<file path="src/rtl/iq_stream_pkg.sv">
// Shared types for the IQ stream sink: word type, TX sequencing states, zero word.
package iq_stream_pkg;
  localparam int IQ_DATA_W = 32;

  typedef logic [IQ_DATA_W-1:0] iq_word_t;

  typedef enum logic [1:0] {
    IDLE,
    PRIME,
    RUN
  } tx_state_t;

  localparam iq_word_t IQ_ZERO = '0;
endpackage

</file>
<file path="src/rtl/iq_sync_fifo.sv">
// Single-clock FIFO with registered occupancy; pop data is the head entry, valid while not empty.
// Push is ignored when full and pop is ignored when empty.
module iq_sync_fifo #(
  parameter int W     = 32,
  parameter int DEPTH = 8
) (
  input  logic                       clk,
  input  logic                       reset,
  input  logic                       push,
  input  logic [W-1:0]               push_dat,
  input  logic                       pop,
  output logic [W-1:0]               pop_dat,
  output logic                       full,
  output logic                       empty,
  output logic [$clog2(DEPTH):0]     level
);
  localparam int AW = $clog2(DEPTH);
  localparam int LW = AW + 1;

  logic [W-1:0]  mem_q [DEPTH];
  logic [AW-1:0] wr_ptr_q, wr_ptr_d;
  logic [AW-1:0] rd_ptr_q, rd_ptr_d;
  logic [LW-1:0] level_q, level_d;
  logic          do_push, do_pop;

  assign full    = (level_q == LW'(DEPTH));
  assign empty   = (level_q == '0);
  assign level   = level_q;
  assign pop_dat = mem_q[rd_ptr_q];
  assign do_push = push && !full;
  assign do_pop  = pop && !empty;

  // Pointers are exactly AW bits wide, so increment wraps modulo DEPTH.
  always_comb begin
    wr_ptr_d = wr_ptr_q;
    rd_ptr_d = rd_ptr_q;
    level_d  = level_q;
    if (do_push) wr_ptr_d = wr_ptr_q + AW'(1);
    if (do_pop)  rd_ptr_d = rd_ptr_q + AW'(1);
    case ({do_push, do_pop})
      2'b10:   level_d = level_q + LW'(1);
      2'b01:   level_d = level_q - LW'(1);
      default: level_d = level_q;
    endcase
  end

  always_ff @(posedge clk or posedge reset) begin
    if (reset) begin
      wr_ptr_q <= '0;
      rd_ptr_q <= '0;
      level_q  <= '0;
    end else begin
      wr_ptr_q <= wr_ptr_d;
      rd_ptr_q <= rd_ptr_d;
      level_q  <= level_d;
    end
  end

  always_ff @(posedge clk) begin
    if (do_push) mem_q[wr_ptr_q] <= push_dat;
  end
endmodule

</file>
<file path="src/rtl/iq_stream_sink_tx.sv">
// Buffers host DMA IQ beats (byte-reversed) and hands one word per serializer request, 1-cycle latency.
// Sink ready depends only on FIFO occupancy; an empty FIFO in RUN yields a zero word and an underrun.
module iq_stream_sink_tx
  import iq_stream_pkg::*;
#(
  parameter int DATA_W    = IQ_DATA_W,
  parameter int DEPTH     = 8,
  parameter int PRIME_LVL = 4
) (
  input  logic                     clk,
  input  logic                     reset,
  input  logic [DATA_W-1:0]        stream_tdata,
  input  logic                     stream_tvalid,
  output logic                     stream_tready,
  input  logic                     stream_tstart,
  input  logic                     stream_tlast,
  input  logic                     word_req_in,
  output logic [DATA_W-1:0]        iq_word_out,
  output logic                     word_valid_out,
  output logic                     underrun_out,
  output logic [15:0]              underrun_count,
  output logic                     framing_err,
  output logic [$clog2(DEPTH):0]   fifo_level
);
  localparam int NB = DATA_W / 8;
  localparam int LW = $clog2(DEPTH) + 1;

  tx_state_t         state_q, state_d;
  logic [DATA_W-1:0] iq_word_q, iq_word_d;
  logic              word_valid_q, word_valid_d;
  logic              underrun_q, underrun_d;
  logic [15:0]       underrun_cnt_q, underrun_cnt_d;
  logic              framing_q, framing_d;

  logic [DATA_W-1:0] swapped_dat, pop_dat;
  logic              full, empty, push, pop, underrun, in_run;

  always_comb begin
    swapped_dat = '0;
    for (int k = 0; k < NB; k++) begin
      swapped_dat[8*(NB-1-k) +: 8] = stream_tdata[8*k +: 8];
    end
  end

  assign stream_tready = !full;
  assign push          = stream_tvalid && !full;
  assign in_run        = (state_q == RUN);
  // Pop decision uses the pre-push occupancy: no same-cycle bypass.
  assign pop           = in_run && word_req_in && !empty;
  assign underrun      = in_run && word_req_in && empty;

  iq_sync_fifo #(
    .W     (DATA_W),
    .DEPTH (DEPTH)
  ) u_fifo (
    .clk      (clk),
    .reset    (reset),
    .push     (push),
    .push_dat (swapped_dat),
    .pop      (pop),
    .pop_dat  (pop_dat),
    .full     (full),
    .empty    (empty),
    .level    (fifo_level)
  );

  always_comb begin
    state_d        = state_q;
    iq_word_d      = iq_word_q;
    word_valid_d   = word_req_in;
    underrun_d     = underrun;
    underrun_cnt_d = underrun_cnt_q;
    framing_d      = framing_q | (push && !(stream_tstart && stream_tlast));

    unique case (state_q)
      IDLE:    if (push) state_d = PRIME;
      PRIME:   if (fifo_level >= LW'(PRIME_LVL)) state_d = RUN;
      RUN:     if (underrun) state_d = PRIME;
      default: state_d = IDLE;
    endcase

    if (word_req_in) iq_word_d = pop ? pop_dat : DATA_W'(IQ_ZERO);
    if (underrun && underrun_cnt_q != 16'hFFFF) underrun_cnt_d = underrun_cnt_q + 16'd1;
  end

  always_ff @(posedge clk or posedge reset) begin
    if (reset) begin
      state_q        <= IDLE;
      iq_word_q      <= '0;
      word_valid_q   <= 1'b0;
      underrun_q     <= 1'b0;
      underrun_cnt_q <= '0;
      framing_q      <= 1'b0;
    end else begin
      state_q        <= state_d;
      iq_word_q      <= iq_word_d;
      word_valid_q   <= word_valid_d;
      underrun_q     <= underrun_d;
      underrun_cnt_q <= underrun_cnt_d;
      framing_q      <= framing_d;
    end
  end

  assign iq_word_out    = iq_word_q;
  assign word_valid_out = word_valid_q;
  assign underrun_out   = underrun_q;
  assign underrun_count = underrun_cnt_q;
  assign framing_err    = framing_q;
endmodule

</file>
<file path="config.mk">
export PLATFORM = sky130hd
export DESIGN_NAME = iq_stream_sink_tx
export DESIGN_NICKNAME = d
export VERILOG_FILES = /design/src/rtl/iq_stream_pkg.sv /design/src/rtl/iq_sync_fifo.sv /design/src/rtl/iq_stream_sink_tx.sv
export SDC_FILE = /design/constraint.sdc
export NUM_CORES = 1
export LEC_CHECK = 0
export CORE_MARGIN = 2
export CORE_UTILIZATION = 55
export DETAILED_ROUTE_END_ITERATION = 10
export HOLD_SLACK_MARGIN = 0.03
export PLACE_DENSITY = 0.85
export SLEW_MARGIN = 15
export SYNTH_ARGS = -nofsm -noshare
export SYNTH_HDL_FRONTEND = slang
export SYNTH_SLANG_ARGS = --single-unit
export TNS_END_PERCENT = 10
</file>
<file path="constraint.sdc">
create_clock -name clk -period 7.5 [get_ports clk]
set_clock_uncertainty 0.15 [all_clocks]
set_input_delay 1.5 -clock clk [delete_from_list [all_inputs] [get_ports clk]]
set_output_delay 1.5 -clock clk [all_outputs]
set_load 0.01 [all_outputs]
</file>
# After elaboration in Yosys (flattened, before gate mapping)
# Memory sizes are Yosys's and may differ from the RTL's.
# Cells that the tools add are included.
[totals]
regBits = 63
mem_bits_rw = 256
in_bits = 38
elab_cells = 50
n_memories = 1
[mem_list]
columns = ["name", "words", "width", "rd", "rd_ports_with_merged_regs", "write_ports", "line", "source"]
rows = [
  ["u_fifo.mem_q", 8, 32, 1, 0, 1, "iq_sync_fifo.sv:20", "logic [W-1:0] mem_q [DEPTH];"],
]
[op_classes]
n_addsub = 5
order_cmp = 1
n_eq_ne = 9
muxes = 8
bitwise_logic = 1
reduce_logical = 16
[op_table]
columns = ["cell", "n"]
rows = [
  ["32-bit two-way mux", 1],
  ["16-bit by 1-bit adder with 16-bit output (second input constant)", 1],
  ["16-bit != test (second input constant)", 1],
  ["1-bit logical AND", 9],
  ["4-bit case mux with 2 select lines", 1],
  ["3-bit by 1-bit adder with 3-bit output (second input constant)", 2],
  ["2-bit two-way mux", 3],
  ["2-bit != test (second input constant)", 3],
  ["2-bit case mux with 3 select lines", 1],
  ["4-bit by 1-bit adder with 4-bit output (second input constant)", 1],
  ["2-bit by 1-bit == test with 1-bit output (second input constant)", 2],
  ["2-bit == test (second input constant)", 2],
  ["4-bit == test (second input constant)", 1],
  ["4-bit by 3-bit greater-or-equal comparator with 1-bit output (second input constant)", 1],
  ["4-bit zero test", 1],
  ["4-bit by 1-bit subtractor with 4-bit output (second input constant)", 1],
  ["1-bit zero test", 3],
  ["3-bit AND reduction", 1],
  ["2-bit zero test", 1],
  ["1-bit two-way mux", 2],
  ["2-bit nonzero test", 1],
  ["1-bit OR", 1],
]

# Logic depth before layout (Yosys ltp)
# Gate-level depths: netlist of the first run.
[depth]
word_depth = 6
depth_mapped = 12
mapped_depth_nobuf = 11

# Cells and area by module
# From an unflattened synthesis of the first run, not the netlist that was laid out.
[unflattened]
cells_unflattened = 667
area_unflattened_um2 = 12638.4
[modules_own_cells]
columns = ["mod", "instances", "cells_each", "area_per_inst_um2", "seq_area_each_um2"]
rows = [
  ["iq_sync_fifo", 1, 438, 10401.2, 7937.6],
  ["iq_stream_sink_tx", 1, 229, 2237.1, 1326.3],
]

# Least setup slack after synthesis of the first run
# OpenSTA, ideal clock, no wires.
[synth_path]
path_kind = "input to register"
start = "input stream_tvalid"
end = "memory u_fifo.mem_q[0][0], enable pin"
setup_time_ns = 0.501
arrival_ns = 4.648
path_slack_ns = 2.201
stages = 2
n_path_buf = 0
path_cell_list = "nand2_4 > nor4_1"
[synth_between]
elab_chain_len = 4
[synth_lines]
columns = ["element", "line", "source"]
rows = [
  ["start: declaration", "iq_stream_sink_tx.sv:13", "input logic stream_tvalid,"],
  ["1-bit logical AND", "iq_stream_sink_tx.sv:46", "assign push = stream_tvalid && !full;"],
  ["1-bit logical AND", "iq_sync_fifo.sv:30", "assign do_push = push && !full;"],
  ["1-bit two-way mux", "iq_sync_fifo.sv:60", "if (do_push) mem_q[wr_ptr_q] <= push_dat;"],
  ["1-bit two-way mux (implied by the code)", "iq_sync_fifo.sv:60", ""],
  ["end: declaration", "iq_sync_fifo.sv:20", ""],
]
# No other way between the ends.

# Worst setup path in the final report of the first run
[layout_path]
start = "input word_req_in"
end = "register u_fifo.level_q[2] (netlist: u_fifo.level[2])"
[layout_between]
elab_chain_len = 5
word_cells_on_any_way = 7
classes_between = "eq/ne (2); mux (1); reduce/logical (4)"
[layout_lines]
columns = ["element", "line", "source"]
rows = [
  ["start: declaration", "iq_stream_sink_tx.sv:17", "input logic word_req_in,"],
  ["1-bit logical AND (*) (2 in a row)", "iq_stream_sink_tx.sv:49", "assign pop = in_run && word_req_in && !empty;"],
  ["1-bit logical AND (*)", "iq_sync_fifo.sv:31", "assign do_pop = pop && !empty;"],
  ["named net u_fifo.do_pop", "iq_sync_fifo.sv:24", "logic do_push, do_pop;"],
  ["2-bit by 1-bit == test with 1-bit output / 2-bit == test (equally long branches)", "iq_sync_fifo.sv:40", "case ({do_push, do_pop})"],
  ["4-bit case mux with 2 select lines / 2-bit nonzero test (equally long branches)", "n/a", ""],
  ["end signal: assignment", "iq_sync_fifo.sv:55", "level_q <= level_d;"],
  ["end: declaration", "iq_sync_fifo.sv:23", "logic [LW-1:0] level_q, level_d;"],
]
# The timed path passes the listed nets; every way through them passes the cells marked *.
# A chain may end at the register's enable or synchronous reset.

==> results of run 1 <==
## registers in the layout, summed over array words and instances, names as in the netlist
register	cells
u_fifo.level	4
iq_word_out	32
u_fifo.wr_ptr_q	3
state_q	2
underrun_out	1
u_fifo.mem_q	256
word_valid_out	1
u_fifo.rd_ptr_q	3
framing_err	1
underrun_count	16
## cell usage in the layout, fill, tap and decap left out, types with 15 or more instances in the layout
master,Yosys,routed
edfxtp_1,256,256
clkdlybuf4s50_1,0,93
xnor2_1,15,15
o22ai_1,34,34
dfrtp_1,63,60
inv_1,36,35
mux2i_1,32,32
nand2_1,18,18
mux4_2,64,64
clkbuf_16,0,30
## layout make-up
type | instances | area share, %
inverter | 36 | 0.9314
tap | 280 | 2.415
clock inverter | 11 | 0.7934
sequential | 319 | 63.89
timing repair buffer | 105 | 7.037
multi-input combinational | 231 | 19.09
clock buffer | 45 | 5.838
## where the power goes
group / internal (mW) / leakage, nW / switching, mW
Combinational: 0.678 / 1.37 / 0.640
Sequential: 2.24 / 3.16 / 0.234
Clock: 0.848 / 0.476 / 0.619
Total: 3.76 / 5.00 / 1.49
## worst max path at each step
stage	from	to	slack (ps)
finish	word_req_in	u_fifo.level[2]	3370
global route	word_req_in	u_fifo.level[2]	3230
CTS	word_req_in	u_fifo.level[2]	3410
detailed placement	word_req_in	u_fifo.level[2]	2830
global placement	word_req_in	u_fifo.level[2]	2990
floorplan	stream_tvalid	u_fifo.mem_q[0][0]	2200
## cells by family (layout without fill, tap and decap cells)
kind of cell             after synthesis  in the layout
XOR/XNOR                              24             24
buffers and inverters                 64            197
adder cells (fa/ha/maj)                6              6
AND/OR/NAND/NOR                       61             61
multiplexers                          98             98
flip-flops                           319            319
AO/OA/AOI/OAI                         42             42
## worst reg2reg max path: stages (launching register included)
cell and delay, ps:
dfrtp_1 600, or4b_4 240, nand2_4 120, inv_1 140, nand2_1 230, nor3_2 710, buf_4 540
## metrics by stage
| step | std cells | area (µm²) | power (mW) | hold WS [ps] | utilization [%] |
|---|---|---|---|---|---|
| floorplan | 614 | 12260 | 3.327 | 311.3 | - |
| global placement | 971 | 13550 | 3.745 | 298.1 | 62.07 |
| detailed placement | 971 | 13550 | 3.822 | 300.0 | 62.07 |
| CTS | 1027 | 14510 | 5.301 | 316.8 | 66.48 |
| global route | 1027 | 14510 | 5.480 | 349.2 | 66.48 |
| finish | 1027 | 14510 | 5.259 | 314.0 | 66.48 |
## routing by layer
metal | up-vias | part of all wire [%]
met4 | 0 | 2.6
met5 | - | 0
met2 | 271 | 51
met3 | 51 | 6.4
met1 | 3241 | 40
li1 | 2651 | -
==> impl_metrics.env, run 1 <==
export IMPL_status="complete, no violations"
export IMPL_worst_path_buf_inv=4
export IMPL_wl_per_cell_um=23.74
export IMPL_synthFlopType="edfxtp_1"
export IMPL_critPathCaptureType="register"
export IMPL_syn_to_final_growth_pct=18.34
export IMPL_grt_first_pass_wirelength_mm=37.63
export IMPL_antennaDiodeCount=0
export IMPL_crit_top_cell="xor2_1"
export IMPL_multi_input_area_um2=2770
export IMPL_post_route_worst_setup_slack_ps=3373
export IMPL_start_util_pct=56.18
export IMPL_critPathTopFamily="buffers and inverters"
export IMPL_coreArea_um2=21820
export IMPL_grt_use_met2_pct=34.86
export IMPL_r2r_cells=6
export IMPL_die_area_um2=23500
export IMPL_max_freq_ghz=0.2423
export IMPL_rsz0062_at_grt="false"
export IMPL_synth_top_family_by_area="multiplexers"
export IMPL_grt_overflow_total=0
export IMPL_tns_ps=0
export IMPL_grt_util_met3_pct=3.771
export IMPL_max_slew_margin_pct=20.08
export IMPL_drv_slew=0
export IMPL_cap_violations=0
export IMPL_p_per_area_nw_per_um2=362.5
export IMPL_crit_path_max_incr_delay_ps=400
export IMPL_cts_buffers_inserted=30
export IMPL_yosys_warnings=0
export IMPL_hpwl_mm=13.88
export IMPL_grt_pass1_vias=6580
export IMPL_crit_fanout=34
export IMPL_yosys_top_cells_count="256 x edfxtp_1, 64 x mux4_2, 63 x dfrtp_1"
export IMPL_crit_arrival_ps=4400
export IMPL_drc=0
export IMPL_die_w_um=153.3
export IMPL_htreeDepth=1
export IMPL_n_fill_cell=1385
export IMPL_crit_reg2reg_launch="u_fifo.level[1]"
export IMPL_io_pins=94
export IMPL_fin_crit_sh_pct=55.03
export IMPL_synth_enable_flop_cells=256
export IMPL_cp_num_cells=13
export IMPL_ff_latch_area_um2=9270
export IMPL_place_gp_congestion=0.7455
export IMPL_port_buffers=93
export IMPL_place_ws_ps=2829
export IMPL_r2r_setup_slack_ps=4430
export IMPL_synth_avg_cell_area_um2=19.97
export IMPL_syn_inst=614
export IMPL_drtIter0Drc=517
export IMPL_irDropWorstVdd_v=0.0002612
export IMPL_antenna_found_initial=0
export IMPL_synthArstFlopShare_pct=19.75
export IMPL_synthXorXnorAreaFrac_pct=1.714
export IMPL_busiest_layer="met2"
export IMPL_wirelength_mm=24.38
export IMPL_num_nets_final=767
export IMPL_grt_max_degree=66
export IMPL_crit_type="in2reg"
export IMPL_cts_setup_buffers=0
export IMPL_drtAntennaViolNets=0
export IMPL_ys_types=40
export IMPL_synth_adder_area_share_pct=0.6123
export IMPL_cpMaxStageDelayCell="clkdlybuf4s50_1"
export IMPL_r2r_end="u_fifo.mem_q[1][25]"
export IMPL_worstSkewPairLatency_ps=550
export IMPL_cts_sinks=319
export IMPL_grtUsageMet1_pct=28.66
export IMPL_min_path_cells=1
export IMPL_tightest_slew_ps=1196
export IMPL_yosys_top_cells_area="edfxtp_1 63%, dfrtp_1 13%, mux4_2 12%, mux2i_1 2.6%, o22ai_1 1.7%"
export IMPL_cts_tree="yes"
export IMPL_synth_area_um2=12260
export IMPL_timing_final_crit_period_ps=4127
export IMPL_row_count=54
export IMPL_synth_nets=658
export IMPL_first_pass_iters=5
export IMPL_start_kind="input pin"
export IMPL_yosysTopAreaCell="edfxtp_1"
export IMPL_holdPathEnd="framing_err"
export IMPL_synth_mux_area_fraction_pct=14.55
export IMPL_ctsResizeCount=0
export IMPL_yosysTopAreaCellShare_pct=62.70
export IMPL_yosys_area_share_simple_pct=2.908
export IMPL_vias=6214
export IMPL_min_from="framing_err"
export IMPL_critical_path_required_ps=7770
export IMPL_setup_viol=0
export IMPL_grtUsageTotal_pct=20.88
export IMPL_p_leak_nw=5.001
export IMPL_hold_viol=0
export IMPL_ys_seq_elements=319
export IMPL_post_synth_top_count_cell="edfxtp_1"
export IMPL_root_buffer="clkbuf_16"
export IMPL_clk_pin_slew_ps=60
export IMPL_crit_chain="clkdlybuf4s50_1 > buf_4 > and3b_1 > nand2_1 > buf_4 > inv_1 > ha_1 > xor2_1 > ha_1 > a21oi_1 > xor2_1 > nor2_1 > xor2_1"
export IMPL_holdBufCountCts=0
export IMPL_die_h_um=153.3
export IMPL_clk_path_buf_depth=3
export IMPL_hold_class="reg2reg"
export IMPL_avgViaCountPerCell=6.051
export IMPL_ys_seq_area_share_pct=75.56
export IMPL_synth_compound_area_share_pct=2.408
export IMPL_final_layout_size_suffix_gt1_share_pct=19.14
(Power assumes the default switching activity.)
==> run 2: changes to the inputs <==
==> constraint.sdc (replaced) <==
create_clock -name clk -period 3.9 [get_ports clk]
set_clock_uncertainty 0.15 [all_clocks]
set_input_delay 0.78 -clock clk [delete_from_list [all_inputs] [get_ports clk]]
set_output_delay 0.78 -clock clk [all_outputs]
set_load 0.01 [all_outputs]
==> run 2 against run 1 <==
Effect of this change: setup slack got worse by 2500 ps; via count decreased by 1.6%; clock-buffer cell count unchanged; critical path type is now reg2out; register-to-register slack got worse by 3200 ps; largest power group unchanged; non-clock buffer count increased by 7; die area unchanged; power is 94% higher; clock power increased by 93%; worst hold slack better by 9.2 ps; core utilization grew 0.58 points; wire length down 0.64%; critical path depth is 11 lower.
==> impl_metrics.env, run 2 (synthesized netlist as in run 1, its figures left out) <==
export IMPL_status="complete, no violations"
export IMPL_die_h_um=153.3
export IMPL_largest_reg_flops=256
export IMPL_hpwl_mm=13.95
export IMPL_top_register="u_fifo.mem_q"
export IMPL_grt_max_degree=64
export IMPL_max_freq_ghz=0.3257
export IMPL_port_buffers=93
export IMPL_timing_final_crit_period_ps=3070
export IMPL_antenna_found_initial=0
export IMPL_cts_buffers_inserted=30
export IMPL_grt_pass1_vias=6534
export IMPL_tns_ps=0
export IMPL_combPwrFrac_pct=24.7
export IMPL_start_kind="register"
export IMPL_holdPathEnd="framing_err"
export IMPL_fin_crit_sh_pct=78.72
export IMPL_vias=6117
export IMPL_p_int_mw=7.340
export IMPL_row_count=54
export IMPL_io_pins=94
export IMPL_drtIter0Drc=450
export IMPL_min_from="framing_err"
export IMPL_clk_path_buf_depth=3
export IMPL_fin_util_pct=67.07
export IMPL_cts_setup_buffers=0
export IMPL_multi_input_area_um2=2779
export IMPL_wl_per_cell_um=23.43
export IMPL_die_w_um=153.3
export IMPL_root_buffer="clkbuf_16"
export IMPL_p_per_area_nw_per_um2=695.6
export IMPL_hold_viol=0
export IMPL_p_seq_share_pct=47.5
export IMPL_rsz0062_at_grt="false"
export IMPL_place_gp_congestion=0.7645
export IMPL_layout_common_cells="256 x edfxtp_1, 93 x clkdlybuf4s50_1, 64 x mux4_2"
export IMPL_ff_latch_area_um2=9270
export IMPL_clk_pin_slew_ps=60
export IMPL_syn_to_final_growth_pct=19.38
export IMPL_crit_arrival_ps=2140
export IMPL_num_nets_final=774
export IMPL_start_util_pct=56.18
export IMPL_crit_type="reg2out"
export IMPL_wirelength_mm=24.22
export IMPL_crit_reg2reg_launch="u_fifo.level[0]"
export IMPL_drv_slew=0
export IMPL_grt_first_pass_wirelength_mm=38.10
export IMPL_r2r_end="u_fifo.level[2]"
export IMPL_htreeDepth=1
export IMPL_cts_tree="yes"
export IMPL_final_common_cell="edfxtp_1"
export IMPL_avgViaCountPerCell=5.916
export IMPL_drc=0
export IMPL_holdBufCountCts=0
export IMPL_n_fill_cell=1363
export IMPL_pwr_share_clk_pct=27.8
export IMPL_r2r_cells=9
export IMPL_tightest_slew_ps=995.6
export IMPL_ctsResizeCount=0
export IMPL_die_area_um2=23500
export IMPL_drtAntennaViolNets=0
export IMPL_first_pass_iters=5
export IMPL_max_slew_margin_pct=33.63
export IMPL_final_layout_size_suffix_gt1_share_pct=19.50
export IMPL_min_path_cells=1
export IMPL_r2r_setup_slack_ps=1200
export IMPL_crit_fanout=8
export IMPL_setup_viol=0
export IMPL_p_leak_nw=5.054
export IMPL_p_sw_share_pct=27.91
export IMPL_switching_power_mw=2.841
export IMPL_antennaDiodeCount=0
export IMPL_cts_sinks=319
export IMPL_cap_violations=0
export IMPL_hold_class="reg2reg"
export IMPL_irDropWorstVdd_v=0.0005578
export IMPL_critical_path_required_ps=2970
export IMPL_coreArea_um2=21820
export IMPL_grtUsageTotal_pct=21.04
export IMPL_grt_overflow_total=0
export IMPL_worstSkewPairLatency_ps=540
export IMPL_critPathCaptureType="output pin"
[run 2: cell types whose count changed in the layout (fill, tap and decap cells not counted), moves of 2 or more]
cell	before	now
buf_12	0	5
clkbuf_8	4	1
buf_4	12	14
clkbuf_1	11	13
[run 2: metal layers]
metal,track usage (%),part of all wire (%)
met1,28.63,40
met2,35.84,51
met3,3.686,6.6
met4,5.423,1.9
met5,0,0
[run 2: how the worst max path moves through the flow]
stage / startpoint / endpoint / depth (start not counted)
after global placement: word_req_in / u_fifo.level[2] / 11
after CTS: u_fifo.level[0] / stream_tready / 2
final: u_fifo.level[0] / stream_tready / 2
after floorplan: stream_tvalid / u_fifo.mem_q[1][0] / 4
after global routing: u_fifo.level[0] / stream_tready / 2
after detailed placement: word_req_in / u_fifo.level[2] / 11
[run 2: worst max-delay path: stages (launching register included)]
cell and delay (ps):
dfrtp_1 490, or4b_4 600, clkdlybuf4s50_1 510
[run 2: power by group through the flow]
| stage | clock [mW] | sequential [mW] | combinational (mW) |
|---|---|---|---|
| floorplan | 0 | 4.64 | 1.76 |
| global placement | 0 | 4.84 | 2.44 |
| detailed placement | 0 | 4.89 | 2.51 |
| CTS | 2.89 | 4.84 | 2.55 |
| global route | 3.03 | 4.91 | 2.70 |
| finish | 2.83 | 4.83 | 2.52 |
[run 2: area by class of cell]
class	count	area share (%)
clock buffer	45	5.727
clock inverter	11	0.8719
inverter	36	0.9232
multi-input combinational	231	18.99
sequential	319	63.34
tap	280	2.394
timing repair buffer	112	7.762
[run 2: stage by stage]
| stage | setup slack (ps) | hold WS (ps) | power [mW] | area (µm²) | cells |
|---|---|---|---|---|---|
| after CTS | 814.2 | 329.7 | 10.28 | 14640 | 1034 |
| after floorplan | 36.78 | 311.3 | 6.398 | 12270 | 614 |
| after global routing | 762.0 | 339.1 | 10.64 | 14640 | 1034 |
| after detailed placement | 736.5 | 313.9 | 7.401 | 13670 | 978 |
| final | 829.9 | 323.2 | 10.18 | 14640 | 1034 |
| after global placement | 825.5 | 308.4 | 7.281 | 13670 | 978 |
==> run 3: changes to the inputs <==
--- a/config.mk
+++ b/config.mk
@@ -6,10 +6,10 @@
 export NUM_CORES = 1
 export LEC_CHECK = 0
 export CORE_MARGIN = 2
-export CORE_UTILIZATION = 55
+export CORE_UTILIZATION = 52
 export DETAILED_ROUTE_END_ITERATION = 10
 export HOLD_SLACK_MARGIN = 0.03
-export PLACE_DENSITY = 0.85
+export PLACE_DENSITY = 0.84
 export SLEW_MARGIN = 15
 export SYNTH_ARGS = -nofsm -noshare
 export SYNTH_HDL_FRONTEND = slang
==> constraint.sdc (replaced) <==
create_clock -name clk -period 2.8 [get_ports clk]
set_clock_uncertainty 0.15 [all_clocks]
set_input_delay 0.56 -clock clk [delete_from_list [all_inputs] [get_ports clk]]
set_output_delay 0.56 -clock clk [all_outputs]
set_load 0.01 [all_outputs]
==> run 3 against run 2 <==
Effect of this change: global-route usage shrank 1.1 points; non-clock buffer count up 10; critical path depth unchanged; core utilization decreased by 3.5 points; critical path type unchanged; critical endpoint unchanged; largest power group unchanged.
==> impl_metrics.env, run 3 (synthesized netlist as in run 1, its figures left out) <==
export IMPL_status="complete, no violations"
export IMPL_coreArea_um2=23330
export IMPL_cts_sinks=319
export IMPL_start_util_pct=52.55
export IMPL_io_pins=94
export IMPL_crit_reg2reg_launch="u_fifo.level[0]"
export IMPL_clk_pin_slew_ps=60
export IMPL_antenna_found_initial=0
export IMPL_first_pass_iters=5
export IMPL_final_common_cell="edfxtp_1"
export IMPL_grt_max_degree=66
export IMPL_critical_path_required_ps=2090
export IMPL_drtIter0Drc=559
export IMPL_die_area_um2=24820
export IMPL_root_buffer="clkbuf_16"
export IMPL_r2r_cells=9
export IMPL_crit_type="reg2out"
export IMPL_tns_ps=0
export IMPL_r2r_setup_slack_ps=350
export IMPL_die_w_um=157.6
export IMPL_num_nets_final=785
export IMPL_post_route_worst_setup_slack_ps=91.71
export IMPL_grtUsageTotal_pct=19.99
export IMPL_rsz0062_at_grt="false"
export IMPL_htreeDepth=1
export IMPL_hold_class="in2async"
export IMPL_wirelength_mm=23.96
export IMPL_die_h_um=157.6
export IMPL_syn_to_final_growth_pct=20.94
export IMPL_critPathLaunch="u_fifo.level[0]"
export IMPL_crit_path_max_incr_delay_ps=570
export IMPL_wl_per_cell_um=22.10
export IMPL_cap_violations=0
export IMPL_top_register="u_fifo.mem_q"
export IMPL_antennaDiodeCount=0
export IMPL_drv_slew=0
export IMPL_place_gp_congestion=0.7896
export IMPL_drtAntennaViolNets=0
export IMPL_critPathTopFamily="simple AND/OR/NAND/NOR gates"
export IMPL_cts_buffers_inserted=31
export IMPL_hpwl_mm=14.44
export IMPL_final_layout_size_suffix_gt1_share_pct=21.31
export IMPL_grt_overflow_total=0
export IMPL_grt_pass1_vias=6550
export IMPL_avgViaCountPerCell=5.681
export IMPL_max_slew_margin_pct=60.19
export IMPL_max_freq_ghz=0.3692
export IMPL_timing_final_crit_period_ps=2708
export IMPL_tightest_slew_ps=597.1
export IMPL_crit_chain="or4b_4 > clkdlybuf4s50_1"
export IMPL_grt_first_pass_wirelength_mm=37.44
export IMPL_crit_arrival_ps=2000
export IMPL_hold_viol=0
export IMPL_p_leak_nw=5.114
export IMPL_vias=6158
export IMPL_layout_common_cells="256 x edfxtp_1, 92 x clkdlybuf4s50_1, 64 x mux4_2"
export IMPL_p_per_area_nw_per_um2=969.3
export IMPL_port_buffers=93
export IMPL_cpMaxStageDelayCell="or4b_4"
export IMPL_critPathCaptureType="output pin"
export IMPL_drc=0
export IMPL_setup_viol=0
export IMPL_holdBufCountCts=0
export IMPL_place_ws_ps=195.0
export IMPL_crit_fanout=2
export IMPL_worst_path_buf_inv=1
export IMPL_cts_tree="yes"
export IMPL_r2r_end="u_fifo.level[3]"
export IMPL_row_count=56
export IMPL_worstSkewPairLatency_ps=550
export IMPL_start_kind="register"
export IMPL_clk_path_buf_depth=3
export IMPL_irDropWorstVdd_v=0.0005282
export IMPL_fin_crit_sh_pct=96.72
export IMPL_largest_reg_flops=256
==> run 3: cell count changes in the layout (fill, tap and decap cells not counted), moves of 2 or more <==
cell        change
clkbuf_1        -8
buf_4           +7
clkinv_1        +5
clkinvlp_4      +5
buf_12          +3
clkinv_2        -2
==> run 3: per-stage QoR <==
stage	hold WS (ps)	power [mW]	cells	instance area [µm²]	utilization, %
after floorplan	311.3	8.913	614	12270	-
after global placement	301.7	10.27	1027	13830	59.29
after detailed placement	300.5	10.47	1027	13830	59.29
after CTS	279.0	14.51	1084	14830	63.55
after global routing	304.2	14.98	1084	14830	63.55
final	268.5	14.37	1084	14830	63.55
==> run 3: routing by layer <==
| metal | global-route usage [%] | vias to the layer above | wire (µm) |
|---|---|---|---|
| met5 | 0 | - | 0 |
| met4 | 5.281 | 0 | 453 |
| met3 | 3.029 | 47 | 1502 |
| met2 | 34.68 | 232 | 12430 |
| met1 | 26.73 | 3186 | 9577 |
| li1 | - | 2693 | - |
==> run 3: how the worst max path moves through the flow <==
stage,endpoint,cells after the start
6_report,stream_tready,2
5_1_grt,stream_tready,2
4_1_cts,stream_tready,2
3_5_place_dp,u_fifo.mem_q[1][16],6
3_3_place_gp,u_fifo.level[2],9
2_1_floorplan,u_fifo.mem_q[2][0],4
==> run 3: layout make-up <==
| type | instances | area [µm²] |
|---|---|---|
| clock buffer | 36 | 794.5 |
| clock inverter | 21 | 198.9 |
| fill | 1537 | 8504 |
| inverter | 36 | 135.1 |
| multi-input combinational | 231 | 2785 |
| sequential | 319 | 9271 |
| tap | 319 | 399.1 |
| timing repair buffer | 122 | 1244 |
==> run 3: worst reg2reg max path, stage by stage (launching register included) <==
cell and delay, ps:
dfrtp_1 380, or4b_4 570, nand2_4 210, ha_1 230, buf_4 140, nand2b_1 60, o22ai_1 180, nand3b_1 120
a21oi_1 190, xor2_1 150
==> run 3: where the power goes <==
group	internal (mW)	switching (mW)	total [mW]	leakage, nW
Sequential	5.99	0.512	6.50	3.15
Clock	2.31	1.71	4.02	0.469
Combinational	2.00	1.85	3.85	1.49
Total	10.3	4.07	14.4	5.11
==> run 3: what timing repair did <==
action                                  4_1_cts  5_1_grt
endpoints found under the setup margin        0        1
endpoints found under the hold margin         0        0
setup buffers                                 0        0
resized for setup                             0        1
